**src/rtl/spi_pkg.sv**
```systemverilog
// rtl/spi_pkg.sv - shared widths, reset divider and FSM encoding for the SPI master
package spi_pkg;

  localparam int unsigned SPI_DIV_W = 8;
  localparam logic [SPI_DIV_W-1:0] SPI_DIV_RST = 8'd1;

  typedef enum logic [1:0] {
    IDLE  = 2'd0,
    RUN   = 2'd1,
    DRAIN = 2'd2
  } spi_clkgen_state_e;

endpackage

```
**src/rtl/spi_clkgen.sv**
```systemverilog
// rtl/spi_clkgen.sv - SCK divider and rx/tx edge strobes; always stops on a full SCK period
module spi_clkgen
  import spi_pkg::*;
#(
  parameter int unsigned          DIV_W   = SPI_DIV_W,
  parameter logic [DIV_W-1:0]     DIV_RST = DIV_W'(SPI_DIV_RST)
) (
  input  logic             clk,
  input  logic             rstn,
  input  logic             en,
  input  logic [DIV_W-1:0] clk_div,
  input  logic             clk_div_valid,
  input  logic             cpol,
  input  logic             cpha,
  output logic             spi_clk,
  output logic             rx_edge,
  output logic             tx_edge,
  output logic             busy
);

  spi_clkgen_state_e state_q, state_d;
  logic             phase_q, phase_d;
  logic [DIV_W-1:0] cnt_q, cnt_d;
  logic [DIV_W-1:0] div_q, div_d;
  logic [DIV_W-1:0] div_pend_q, div_pend_d;
  logic             pend_q, pend_d;
  logic             cpol_q, cpha_q;

  logic running, toggle, lead, trail;

  assign running = (state_q != IDLE);
  assign toggle  = running && (cnt_q == div_q);
  assign lead    = toggle && !phase_q;
  assign trail   = toggle && phase_q;

  assign rx_edge = cpha_q ? trail : lead;
  assign tx_edge = cpha_q ? lead : trail;
  assign busy    = running || phase_q;
  assign spi_clk = phase_q ^ cpol_q;

  always_comb begin
    state_d = state_q;
    phase_d = phase_q;
    cnt_d   = cnt_q;
    if (toggle) begin
      cnt_d   = '0;
      phase_d = ~phase_q;
    end else if (running) begin
      cnt_d = cnt_q + DIV_W'(1);
    end
    case (state_q)
      IDLE: begin
        cnt_d   = '0;
        phase_d = 1'b0;
        if (en) state_d = RUN;
      end
      RUN: begin
        // Leaving RUN ends at the idle level directly, otherwise drain the open half-period
        if (!en) begin
          if (!phase_d) begin
            state_d = IDLE;
            cnt_d   = '0;
          end else begin
            state_d = DRAIN;
          end
        end
      end
      DRAIN: begin
        if (en)         state_d = RUN;
        else if (trail) state_d = IDLE;
      end
      default: state_d = IDLE;
    endcase
  end

  always_comb begin
    div_d      = div_q;
    div_pend_d = div_pend_q;
    pend_d     = pend_q;
    if (!busy) begin
      if (clk_div_valid) begin
        div_d  = clk_div;
        pend_d = 1'b0;
      end else if (pend_q) begin
        div_d  = div_pend_q;
        pend_d = 1'b0;
      end
    end else if (clk_div_valid) begin
      div_pend_d = clk_div;
      pend_d     = 1'b1;
    end
  end

  always_ff @(posedge clk or negedge rstn) begin
    if (!rstn) begin
      state_q    <= IDLE;
      phase_q    <= 1'b0;
      cnt_q      <= '0;
      div_q      <= DIV_RST;
      div_pend_q <= '0;
      pend_q     <= 1'b0;
      cpol_q     <= 1'b0;
      cpha_q     <= 1'b0;
    end else begin
      state_q    <= state_d;
      phase_q    <= phase_d;
      cnt_q      <= cnt_d;
      div_q      <= div_d;
      div_pend_q <= div_pend_d;
      pend_q     <= pend_d;
      if (!busy) begin
        cpol_q <= cpol;
        cpha_q <= cpha;
      end
    end
  end

endmodule
```
**config.mk**
```make
export PLATFORM = sky130hd
export DESIGN_NAME = spi_clkgen
export DESIGN_NICKNAME = d
export VERILOG_FILES = /design/src/rtl/spi_pkg.sv /design/src/rtl/spi_clkgen.sv
export SDC_FILE = /design/constraint.sdc
export NUM_CORES = 1
export LEC_CHECK = 0
export ABC_AREA = 0
export ABC_CLOCK_PERIOD_IN_PS = 2700
export CORE_MARGIN = 10
export CORE_UTILIZATION = 40
export CTS_CLUSTER_DIAMETER = 80
export DETAILED_ROUTE_END_ITERATION = 8
export PLACE_DENSITY = 0.68
export SLEW_MARGIN = 15
export SYNTH_ARGS = -nofsm -noshare
export SYNTH_HDL_FRONTEND = slang
export SYNTH_SLANG_ARGS = --single-unit
export TNS_END_PERCENT = 50
```
**constraint.sdc**
```tcl
create_clock -name clk -period 2.7 [get_ports clk]
set_input_delay 0.54 -clock clk [delete_from_list [all_inputs] [get_ports clk]]
set_output_delay 0.54 -clock clk [all_outputs]
set_load 0.1 [all_outputs]
```
## Word level (Yosys, flattened, before mapping)

Cells that the tools add are included.
Widths: inputs -> output; s select.

| cells by class | value |
|---|---|
| add/subtract/negate cells | 1 |
| bitwise logic cells | 3 |
| eq/ne operators | 7 |
| muxes and demuxes | 19 |
| reductions and logical operators | 11 |

Operators with widths:

| cell | count |
|---|---|
| $mux 8 | 6 |
| $pmux 8 s2 | 1 |
| $mux 2 | 5 |
| $add 8x1->8 const B | 1 |
| $eq 8x8->1 | 1 |
| $mux 1 | 6 |
| $ne 2x2->1 const B | 3 |
| $pmux 2 s3 | 1 |
| $reduce_and 2->1 | 2 |
| $reduce_bool 2->1 | 2 |
| $logic_and 1x1->1 | 3 |
| $ne 3x3->1 const B | 1 |
| $reduce_and 3->1 | 1 |
| $eq 2x1->1 const B | 1 |
| $eq 2x2->1 const B | 1 |
| $logic_not 2->1 | 1 |
| $not 1->1 | 2 |
| $logic_not 1->1 | 1 |
| $logic_or 1x1->1 | 1 |
| $xor 1x1->1 | 1 |

| storage, ports and cells | value |
|---|---|
| output and inout bits | 4 |
| logic and storage cells | 49 |
| register bits | 30 |
| bits of input ports | 14 |

## Logic depth before layout (Yosys ltp)

Gate-level depths: netlist (run 1).

| logic depth | value |
|---|---|
| word-level depth | 6 |
| depth in mapped cells | 7 |
| depth with buffers taken out | 7 |

## Worst setup path after synthesis (run 1)

No wires, ideal clock.

| timing path | value |
|---|---|
| kind | register to output |
| start | register phase_q |
| end | output spi_clk |
| slack | 0.285 ns |
| data required time | 2.160 ns |
| buffers on the path | 0 |
| cell stages (with the launch flop) | 2 |
| arrival time | 1.875 ns |
| cell sequence | dfrtp_1 > xor2_1 |

| on the way | value |
|---|---|
| cells in the longest elaborated chain, start to end | 1 |

Ends and longest elaborated chain:

| element | RTL line | source |
|---|---|---|
| start, declared | spi_clkgen.sv:22 | `logic phase_q, phase_d;` |
| start signal, assigned | spi_clkgen.sv:106 | `phase_q <= phase_d;` |
| $xor 1x1->1 | spi_clkgen.sv:39 | `assign spi_clk = phase_q ^ cpol_q;` |
| end, declared | spi_clkgen.sv:15 | `output logic spi_clk,` |

No other way between the ends.

## Worst setup path after layout (run 1)

| timing path | value |
|---|---|
| start | register state_q[1] |
| end | output tx_edge |

| on the way | value |
|---|---|
| cells in the longest elaborated chain, start to end | 4 |
| elaborated cells between the ends (all ways) | 5 |
| classes of those cells | mux: 1; reduce/logical: 4 |

Ends and longest elaborated chain:

| element | RTL line | source |
|---|---|---|
| start, declared | spi_clkgen.sv:21 | `spi_clkgen_state_e state_q, state_d;` |
| start signal, assigned | spi_clkgen.sv:105 | `state_q <= state_d;` |
| $reduce_bool 2->1 * | spi_clkgen.sv:31 | `assign running = (state_q != IDLE);` |
| $logic_and 1x1->1 * | spi_clkgen.sv:32 | `assign toggle = running && (cnt_q == div_q);` |
| $logic_and 1x1->1, on equally long branches | spi_clkgen.sv:34, spi_clkgen.sv:33 |  |
| $mux 1 * | spi_clkgen.sv:37 | `assign tx_edge = cpha_q ? lead : trail;` |
| end, declared | spi_clkgen.sv:17 | `output logic tx_edge,` |

Every way passes the cells marked *; elsewhere a longest branch is shown, timed or not.

==> results of run 1 <==
-- sequential cells by signal (all words and copies together), names as in the netlist --
name	flops
cpha_q	1
cnt_q	8
cpol_q	1
phase_q	1
div_q	8
state_q	2
pend_q	1
div_pend_q	8
-- synthesized netlist by cell type, drive strengths merged --
library cell,n
nor2,23
a21boi,1
ha,3
xor2,6
and3,1
a21oi,10
dfrtp,29
xnor2,9
o2111ai,1
o21ai,1
dfstp,1
nand3,1
nor3b,1
mux2,10
nor3,2
o211a,1
inv,4
mux2i,8
o32ai,1
buf,4
nand2,8
nand4,4
-- path summary, 6_finish.rpt --
check                                endpoint  slack, ns  depth (start not counted)
worst min-delay path            div_pend_q[0]       0.50                          1
worst min register to register  div_pend_q[0]       0.50                          1
min in group asynchronous          state_q[0]       0.65                          2
max in group asynchronous            div_q[0]       1.74                          2
worst max register to register       cnt_q[6]       0.59                          6
worst max-delay path                  tx_edge       0.15                          5
-- layout make-up --
cell class	instances	area, µm²	share of cell area
tap	48	60.06	0.03347
clock inverter	2	12.51	0.006974
multi-input combinational	91	671.9	0.3745
clock buffer	6	82.58	0.04603
sequential	30	752.0	0.4191
timing repair buffer	19	200.2	0.1116
inverter	4	15.01	0.008368
-- cells by family (layout without fill, tap and decap cells) --
family / Yosys count / after routing / share of synthesized area
buffers and inverters: 8 / 31 / 0.04047
flip-flops: 30 / 30 / 0.5068
multiplexers: 18 / 18 / 0.1299
AND/OR/NAND/NOR: 40 / 40 / 0.1383
AO/OA/AOI/OAI: 15 / 15 / 0.07083
adder cells (fa/ha/maj): 3 / 3 / 0.02530
XOR/XNOR: 15 / 15 / 0.08854
-- where the power goes --
part           internal [W]  switching (W)
registers          0.000499      0.0000338
clock network      0.000204       0.000170
logic             0.0000816      0.0000831
-- metrics by stage --
step | total power [W] | setup WS [ns] | instances | hold slack, ns | instance area, µm²
detailed placement | 0.0007089 | 0.4816 | 192 | 0.4928 | 1699
global placement | 0.0007015 | 0.5787 | 192 | 0.4865 | 1699
global route | 0.001132 | 0.02928 | 200 | 0.5261 | 1794
floorplan | 0.0006547 | 0.2847 | 129 | 0.2444 | 1484
finish | 0.001072 | 0.1492 | 200 | 0.5025 | 1794
CTS | 0.001084 | 0.1640 | 200 | 0.5079 | 1794
-- per-layer routing --
metal	vias up	routed length (µm)
li1	484	-
met1	472	1204
met2	18	1283
met3	5	199
met4	0	42
met5	-	0
==> impl_metrics.json, run 1 <==
{
  "finalHoldViolations": 0,
  "final_util": 0.4938,
  "min_period_over_period": 0.9447,
  "grt_pass1_vias": 1023,
  "startpoint": "state_q[1]",
  "h-tree-depth": 2,
  "setup_viol": 0,
  "crit_chain": "o21ai_0 -> nor3_1 -> ha_1 -> mux2_2 -> buf_12",
  "hold_class": "reg2reg",
  "r2r-start": "state_q[1]",
  "postCtsSetupBuffers": 0,
  "synth_area_um2": 1484,
  "vdd_drop_max_v": 0.0003941,
  "clockRootBuffer": "clkbuf_8",
  "synth_top_area_cell": "dfrtp_1",
  "criticalPathCategory": "reg2out",
  "maxCapViolations": 0,
  "grt_use_met1": 0.1109,
  "clock.fmax_mhz": 392.0,
  "core_um2": 3633,
  "antenna_found_initial": 0,
  "first_pass_iters": 4,
  "die_area_um2": 6546,
  "tns_ns": 0,
  "drt-initial-drc-count": 38,
  "grt_pass1_wl_um": 4816,
  "pwr_density_cell_nw_per_um2": 597.2,
  "vias_per_cell": 4.895,
  "worst_pin_slew_ns": 0.5744,
  "gr-total-overflow": 0,
  "worst_setup_path_start_kind": "flop",
  "place.gp.congestion": 0.8022,
  "status": "finished, final reports clean",
  "gr-usage-met2": 0.1393,
  "crit_fanout": 9,
  "antenna_cells": 0,
  "pin_count": 18,
  "yosysTopAreaCellShare": 0.4890,
  "drc": 0,
  "crit_slowest_cell": "dfrtp_1",
  "cp_slowest_stage_delay_ns": 0.55,
  "cp.required_ns": 2.16,
  "yosysUniqueCellTypes": 30,
  "synth_seq_cells": 30,
  "slew_headroom": 0.6171,
  "fp.dieH_um": 80.91,
  "cts-buffers-inserted": 5,
  "synth_warnings": 0,
  "drv_slew": 0,
  "vias": 979,
  "hold_path_startpoint": "div_pend_q[0]",
  "hpwlAfterDp_um": 2033,
  "drive_gt1_frac": 0.2237,
  "path_delay_family": "flip-flops",
  "rows": 22,
  "clk_pin_slew_ns": 0.07,
  "yosysSeqAreaShare": 0.5067,
  "hold_buffers": 0,
  "layout_commonest_cell": "dfrtp_1",
  "wl_um": 2730,
  "end_kind": "primary output",
  "tritoncts": "built",
  "skew_ns": 0.007111,
  "clkLatencyLatePin_ns": 0.28,
  "worst-path-buf-inv": 1,
  "synth.avg_cell_area_um2": 11.50,
  "grt_max_degree": 31,
  "cp_data_arrival_time_ns": 2.01,
  "port_buffers": 17,
  "fillers": 348,
  "rsz0062_at_grt": "false",
  "cts_resized": 0,
  "syn_inst": 129,
  "timing.final.crit_period_ns": 2.551,
  "top_usage_layer": "met2",
  "use_met3": 0.04857,
  "initial_core_util": 0.4084,
  "grt_usage": 0.09354,
  "ys_top_cells_by_area": "dfrtp_1, mux2_2, mux2i_1, xnor2_1, nor2_1",
  "nNetsFinal": 168,
  "antenna_left": 0,
  "p_leak_nw": 0.7885,
  "cts_num_sinks": 30,
  "syn_to_final_growth_pct": 20.91,
  "syn-num-nets": 146,
  "routedWlPerCell_um": 13.65,
  "clockBufferDepth": 2,
  "die_x_um": 80.91,
  "final_cell_mix": "dfrtp_1, nor2_1, clkdlybuf4s50_1"
}
Note: power is estimated with default switching activity, not from simulation.
==> run 2: changes to the inputs <==
--- a/config.mk
+++ b/config.mk
@@ -6,12 +6,14 @@
 export NUM_CORES = 1
 export LEC_CHECK = 0
 export ABC_AREA = 0
-export ABC_CLOCK_PERIOD_IN_PS = 2700
+export ABC_CLOCK_PERIOD_IN_PS = 2850
+export CAP_MARGIN = 20
 export CORE_MARGIN = 10
 export CORE_UTILIZATION = 40
 export CTS_CLUSTER_DIAMETER = 80
 export DETAILED_ROUTE_END_ITERATION = 8
 export PLACE_DENSITY = 0.68
+export REMOVE_ABC_BUFFERS = 1
 export SLEW_MARGIN = 15
 export SYNTH_ARGS = -nofsm -noshare
 export SYNTH_HDL_FRONTEND = slang
==> constraint.sdc (replaced) <==
create_clock -name clk -period 2.85 [get_ports clk]
set_input_delay 0.57 -clock clk [delete_from_list [all_inputs] [get_ports clk]]
set_output_delay 0.57 -clock clk [all_outputs]
set_load 0.1 [all_outputs]
==> impl_metrics.json, run 2 (synthesis results as in run 1) <==
{
  "tns_ns": 0,
  "die_area_um2": 6546,
  "tritoncts": "built",
  "reg_top3": "cnt_q x8, div_pend_q x8, div_q x8",
  "combinationalPowerShare": 0.156,
  "gr-total-overflow": 0,
  "antenna_found_initial": 0,
  "clkLatencyLatePin_ns": 0.28,
  "grt_pass1_wl_um": 4602,
  "vias_per_cell": 4.790,
  "criticalPathCategory": "reg2out",
  "vdd_drop_max_v": 0.0003878,
  "drive_gt1_frac": 0.2105,
  "h-tree-depth": 2,
  "clock.fmax_mhz": 392.0,
  "syn_to_final_growth_pct": 20.57,
  "setup_viol": 0,
  "crit_fanout": 3,
  "first_pass_iters": 4,
  "vias": 958,
  "final_area_um2": 1789,
  "crit_slowest_cell": "dfstp_2",
  "cts_resized": 0,
  "cp_slowest_stage_delay_ns": 0.55,
  "switchingPower_w": 0.0002551,
  "initial_core_util": 0.4084,
  "worst_pin_slew_ns": 0.5478,
  "cts-buffers-inserted": 5,
  "drv_slew": 0,
  "worst-path-buf-inv": 1,
  "fp.dieH_um": 80.91,
  "end_kind": "primary output",
  "grt_max_degree": 31,
  "die_x_um": 80.91,
  "drc": 0,
  "postCtsSetupBuffers": 0,
  "slew_headroom": 0.6348,
  "maxCapViolations": 0,
  "crit_chain": "xnor2_1 -> nand4_1 -> nor3_1 -> ha_1 -> mux2_2 -> buf_12",
  "grt_pass1_vias": 1085,
  "clk_pin_slew_ns": 0.06,
  "layout_setup_ws_ns": 0.2990,
  "clockBufferDepth": 2,
  "hold_ws_ns": 0.5028,
  "antenna_left": 0,
  "finalHoldViolations": 0,
  "rows": 22,
  "cp.required_ns": 2.28,
  "hold_buffers": 0,
  "port_buffers": 17,
  "antenna_cells": 0,
  "routedWlPerCell_um": 12.94,
  "place.gp.congestion": 0.7870,
  "grt_usage": 0.08876,
  "p_leak_nw": 0.7868,
  "clkPwrFrac": 0.341,
  "core_um2": 3633,
  "pre_cts_ws_ns": 0.5842,
  "timing.final.crit_period_ns": 2.551,
  "worst_setup_path_start_kind": "flop",
  "nNetsFinal": 168,
  "hold_class": "reg2reg",
  "cp_data_arrival_time_ns": 1.98,
  "regToRegSetupSlack_ns": 0.82,
  "clockRootBuffer": "clkbuf_8",
  "switching_share": 0.2547,
  "final_cell_mix": "dfrtp_1, nor2_1, clkdlybuf4s50_1",
  "hpwlAfterDp_um": 2019,
  "path_delay_family": "flip-flops",
  "cts_num_sinks": 30,
  "rsz0062_at_grt": "false",
  "pwr_density_cell_nw_per_um2": 559.8,
  "power_w": 0.001002,
  "drt-initial-drc-count": 22,
  "status": "finished, final reports clean",
  "placed_area_um2": 1699,
  "p_seq_frac": 0.504,
  "pin_count": 18,
  "layout_commonest_cell": "dfrtp_1",
  "skew_ns": 0.003822,
  "wl_um": 2588,
  "internal_power_w": 0.0007465,
  "min_period_over_period": 0.8951
}
run 2: power by group through the flow:
| stage | registers (W) | clock network [W] | logic (W) |
|---|---|---|---|
| final | 0.000505 | 0.000341 | 0.000156 |
| after detailed placement | 0.000514 | 0 | 0.000159 |
| after global routing | 0.000511 | 0.000371 | 0.000175 |
| after global placement | 0.000511 | 0 | 0.000154 |
| after CTS | 0.000506 | 0.000354 | 0.000159 |
| after floorplan | 0.000504 | 0 | 0.000108 |
run 2: cell type report:
cell class | count | area, µm²
Clock buffer | 8 | 90.09
Timing Repair Buffer | 19 | 200.2
Fill cell | 355 | 1844
Multi-Input combinational cell | 91 | 671.9
Sequential cell | 30 | 752.0
Tap cell | 48 | 60.06
Inverter | 4 | 15.01
run 2: final timing paths:
kind | startpoint | end | cells past startpoint
setup / recovery | div_q[0] | tx_edge | 6
hold / removal | div_pend_q[1] | div_pend_q[1] | 1
setup reg to reg | div_q[0] | cnt_q[6] | 7
hold reg to reg | div_pend_q[1] | div_pend_q[1] | 1
max in group asynchronous | rstn | div_q[0] | 2
min in group asynchronous | rstn | cpha_q | 2
run 2: metal layers:
| layer | vias up | global-route usage | share of wire |
|---|---|---|---|
| met3 | 4 | 0.03863 | 0.073 |
| met1 | 453 | 0.09908 | 0.42 |
| li1 | 483 | - | - |
| met5 | - | 0 | 0 |
| met4 | 0 | 0.03633 | 0.015 |
| met2 | 18 | 0.1457 | 0.49 |
run 2: worst reg2reg max path: stages (launching register included):
cell and delay, ns:
dfstp_2 0.55, xnor2_1 0.12, nand4_1 0.15, nor3_1 0.27, ha_1 0.31, a21boi_0 0.22
o32ai_2 0.20, nor2_1 0.15
run 2: metrics by stage:
step | instances | utilization
floorplan | 125 | -
global placement | 192 | 0.4676
detailed placement | 192 | 0.4676
CTS | 200 | 0.4924
global route | 200 | 0.4924
finish | 200 | 0.4924
==> run 3: changes to the inputs <==
--- a/config.mk
+++ b/config.mk
@@ -12,6 +12,7 @@
 export CORE_UTILIZATION = 40
 export CTS_CLUSTER_DIAMETER = 80
 export DETAILED_ROUTE_END_ITERATION = 8
+export GPL_TIMING_DRIVEN = 0
 export PLACE_DENSITY = 0.68
 export REMOVE_ABC_BUFFERS = 1
 export SLEW_MARGIN = 15
==> impl_metrics.json, run 3 (synthesis results as in run 1) <==
{
  "status": "finished, final reports clean",
  "grt_usage": 0.08898,
  "initial_core_util": 0.4084,
  "vias": 949,
  "syn_to_final_growth_pct": 17.29,
  "grt_pass1_wl_um": 4574,
  "p_leak_nw": 0.7761,
  "maxCapViolations": 0,
  "cp_slowest_stage_delay_ns": 0.54,
  "grt_pass1_vias": 1012,
  "antenna_cells": 0,
  "h-tree-depth": 2,
  "finalNonFillerCells": 197,
  "cp.required_ns": 2.28,
  "place.gp.congestion": 0.7608,
  "cp_data_arrival_time_ns": 2.10,
  "cts_num_sinks": 30,
  "die_area_um2": 6546,
  "reg_top3": "cnt_q x8, div_pend_q x8, div_q x8",
  "pin_count": 18,
  "first_pass_iters": 3,
  "antenna_left": 0,
  "end_kind": "primary output",
  "clkLatencyLatePin_ns": 0.28,
  "drt-initial-drc-count": 30,
  "worst_setup_path_start_kind": "flop",
  "slew_headroom": 0.3541,
  "final_util": 0.4790,
  "skew_ns": 0.005800,
  "clockBufferDepth": 2,
  "rsz0062_at_grt": "false",
  "die_x_um": 80.91,
  "fp.dieH_um": 80.91,
  "hold_class": "in2async",
  "grt_max_degree": 31,
  "pwr_density_cell_nw_per_um2": 553.8,
  "vdd_drop_max_v": 0.0003306,
  "drv_slew": 0,
  "min_period_over_period": 0.9377,
  "clock.fmax_mhz": 374.2,
  "cts-buffers-inserted": 5,
  "clockRootBuffer": "clkbuf_8",
  "wl_um": 2483,
  "routedWlPerCell_um": 12.60,
  "dp_cells": 190,
  "hpwlAfterDp_um": 1933,
  "core_um2": 3633,
  "criticalPathCategory": "reg2out",
  "gr-total-overflow": 0,
  "setup_viol": 0,
  "drive_gt1_frac": 0.2013,
  "postCtsSetupBuffers": 0,
  "crit_chain": "xnor2_1 -> nand4_1 -> nor3_1 -> ha_1 -> mux2_2 -> clkbuf_4",
  "antenna_found_initial": 0,
  "port_buffers": 17,
  "layout_commonest_cell": "dfrtp_1",
  "finalHoldViolations": 0,
  "tritoncts": "built",
  "rows": 22,
  "clk_pin_slew_ns": 0.06,
  "crit_fanout": 3,
  "final_cell_mix": "dfrtp_1, nor2_1, clkdlybuf4s50_1",
  "worst_pin_slew_ns": 0.9673,
  "nNetsFinal": 166,
  "drc": 0,
  "crit_slowest_cell": "dfstp_2",
  "timing.final.crit_period_ns": 2.672,
  "vias_per_cell": 4.817
}
==> run 3: cell count changes in the layout (fill, tap and decap cells not counted), sizes merged <==
cell,before,now
clkinv,0,2
clkbuf,8,7
dlymetal6s2s,0,1
buf,6,1
==> run 3: layout make-up <==
| cell class | instances | area [µm²] |
|---|---|---|
| Inverter | 4 | 15.01 |
| Clock buffer | 5 | 68.82 |
| Multi-Input combinational cell | 91 | 671.9 |
| Tap cell | 48 | 60.06 |
| Timing Repair Buffer | 17 | 162.7 |
| Sequential cell | 30 | 752.0 |
| Fill cell | 346 | 1893 |
| Clock inverter | 2 | 10.01 |
==> run 3: critical path: cells and delay by family, from the launching register on <==
kind | cells | cell delay [ns]
flip-flops | 1 | 0.54
AND/OR/NAND/NOR | 2 | 0.45
buffers and inverters | 1 | 0.32
adder cells (fa/ha/maj) | 1 | 0.25
multiplexers | 1 | 0.16
XOR/XNOR | 1 | 0.12
==> run 3: metrics by stage <==
step / hold slack (ns) / setup slack (ns) / instance area [µm²] / TNS, ns / total power [W]
after floorplan: 0.2744 / 0.4047 / 1439 / 0 / 0.0006120
after global placement: 0.4879 / -0.3046 / 1669 / -0.6091 / 0.0006624
after detailed placement: 0.4923 / -0.3778 / 1664 / -0.7504 / 0.0006681
after CTS: 0.3400 / 0.03157 / 1733 / 0 / 0.0009859
after global routing: 0.3671 / 0.01190 / 1740 / 0 / 0.001024
final: 0.3222 / 0.1777 / 1740 / 0 / 0.0009638
==> run 3: worst paths after layout <==
check | startpoint | endpoint | slack [ns] | cells past startpoint
max | div_q[0] | rx_edge | 0.18 | 6
min | rstn | state_q[1] | 0.32 | 1
max reg2reg | div_q[0] | cnt_q[6] | 0.76 | 7
min reg2reg | div_pend_q[7] | div_pend_q[7] | 0.50 | 1
max in group asynchronous | rstn | div_q[6] | 2.10 | 1
min in group clk | div_pend_q[7] | div_pend_q[7] | 0.50 | 1
==> run 3: report_power, final <==
part           internal, W  switching [W]  leakage (nW)
clock             0.000163       0.000145        0.0438
sequential        0.000473      0.0000319         0.369
combinational    0.0000754      0.0000760         0.363
==> run 3: timing repair <==
action                     CTS  global route
pin swaps                    0             0
setup endpoints to repair    2             3
hold buffers                 0             0
gates resized for setup     10             3
==> run 3: layer usage <==
metal  vias up  global-route usage  share of wire
met2        18              0.1505           0.50
met5         -                   0              0
met3         4             0.04746          0.079
met4         0             0.03114         0.0077
li1        477                   -              -
met1       450             0.09252           0.41
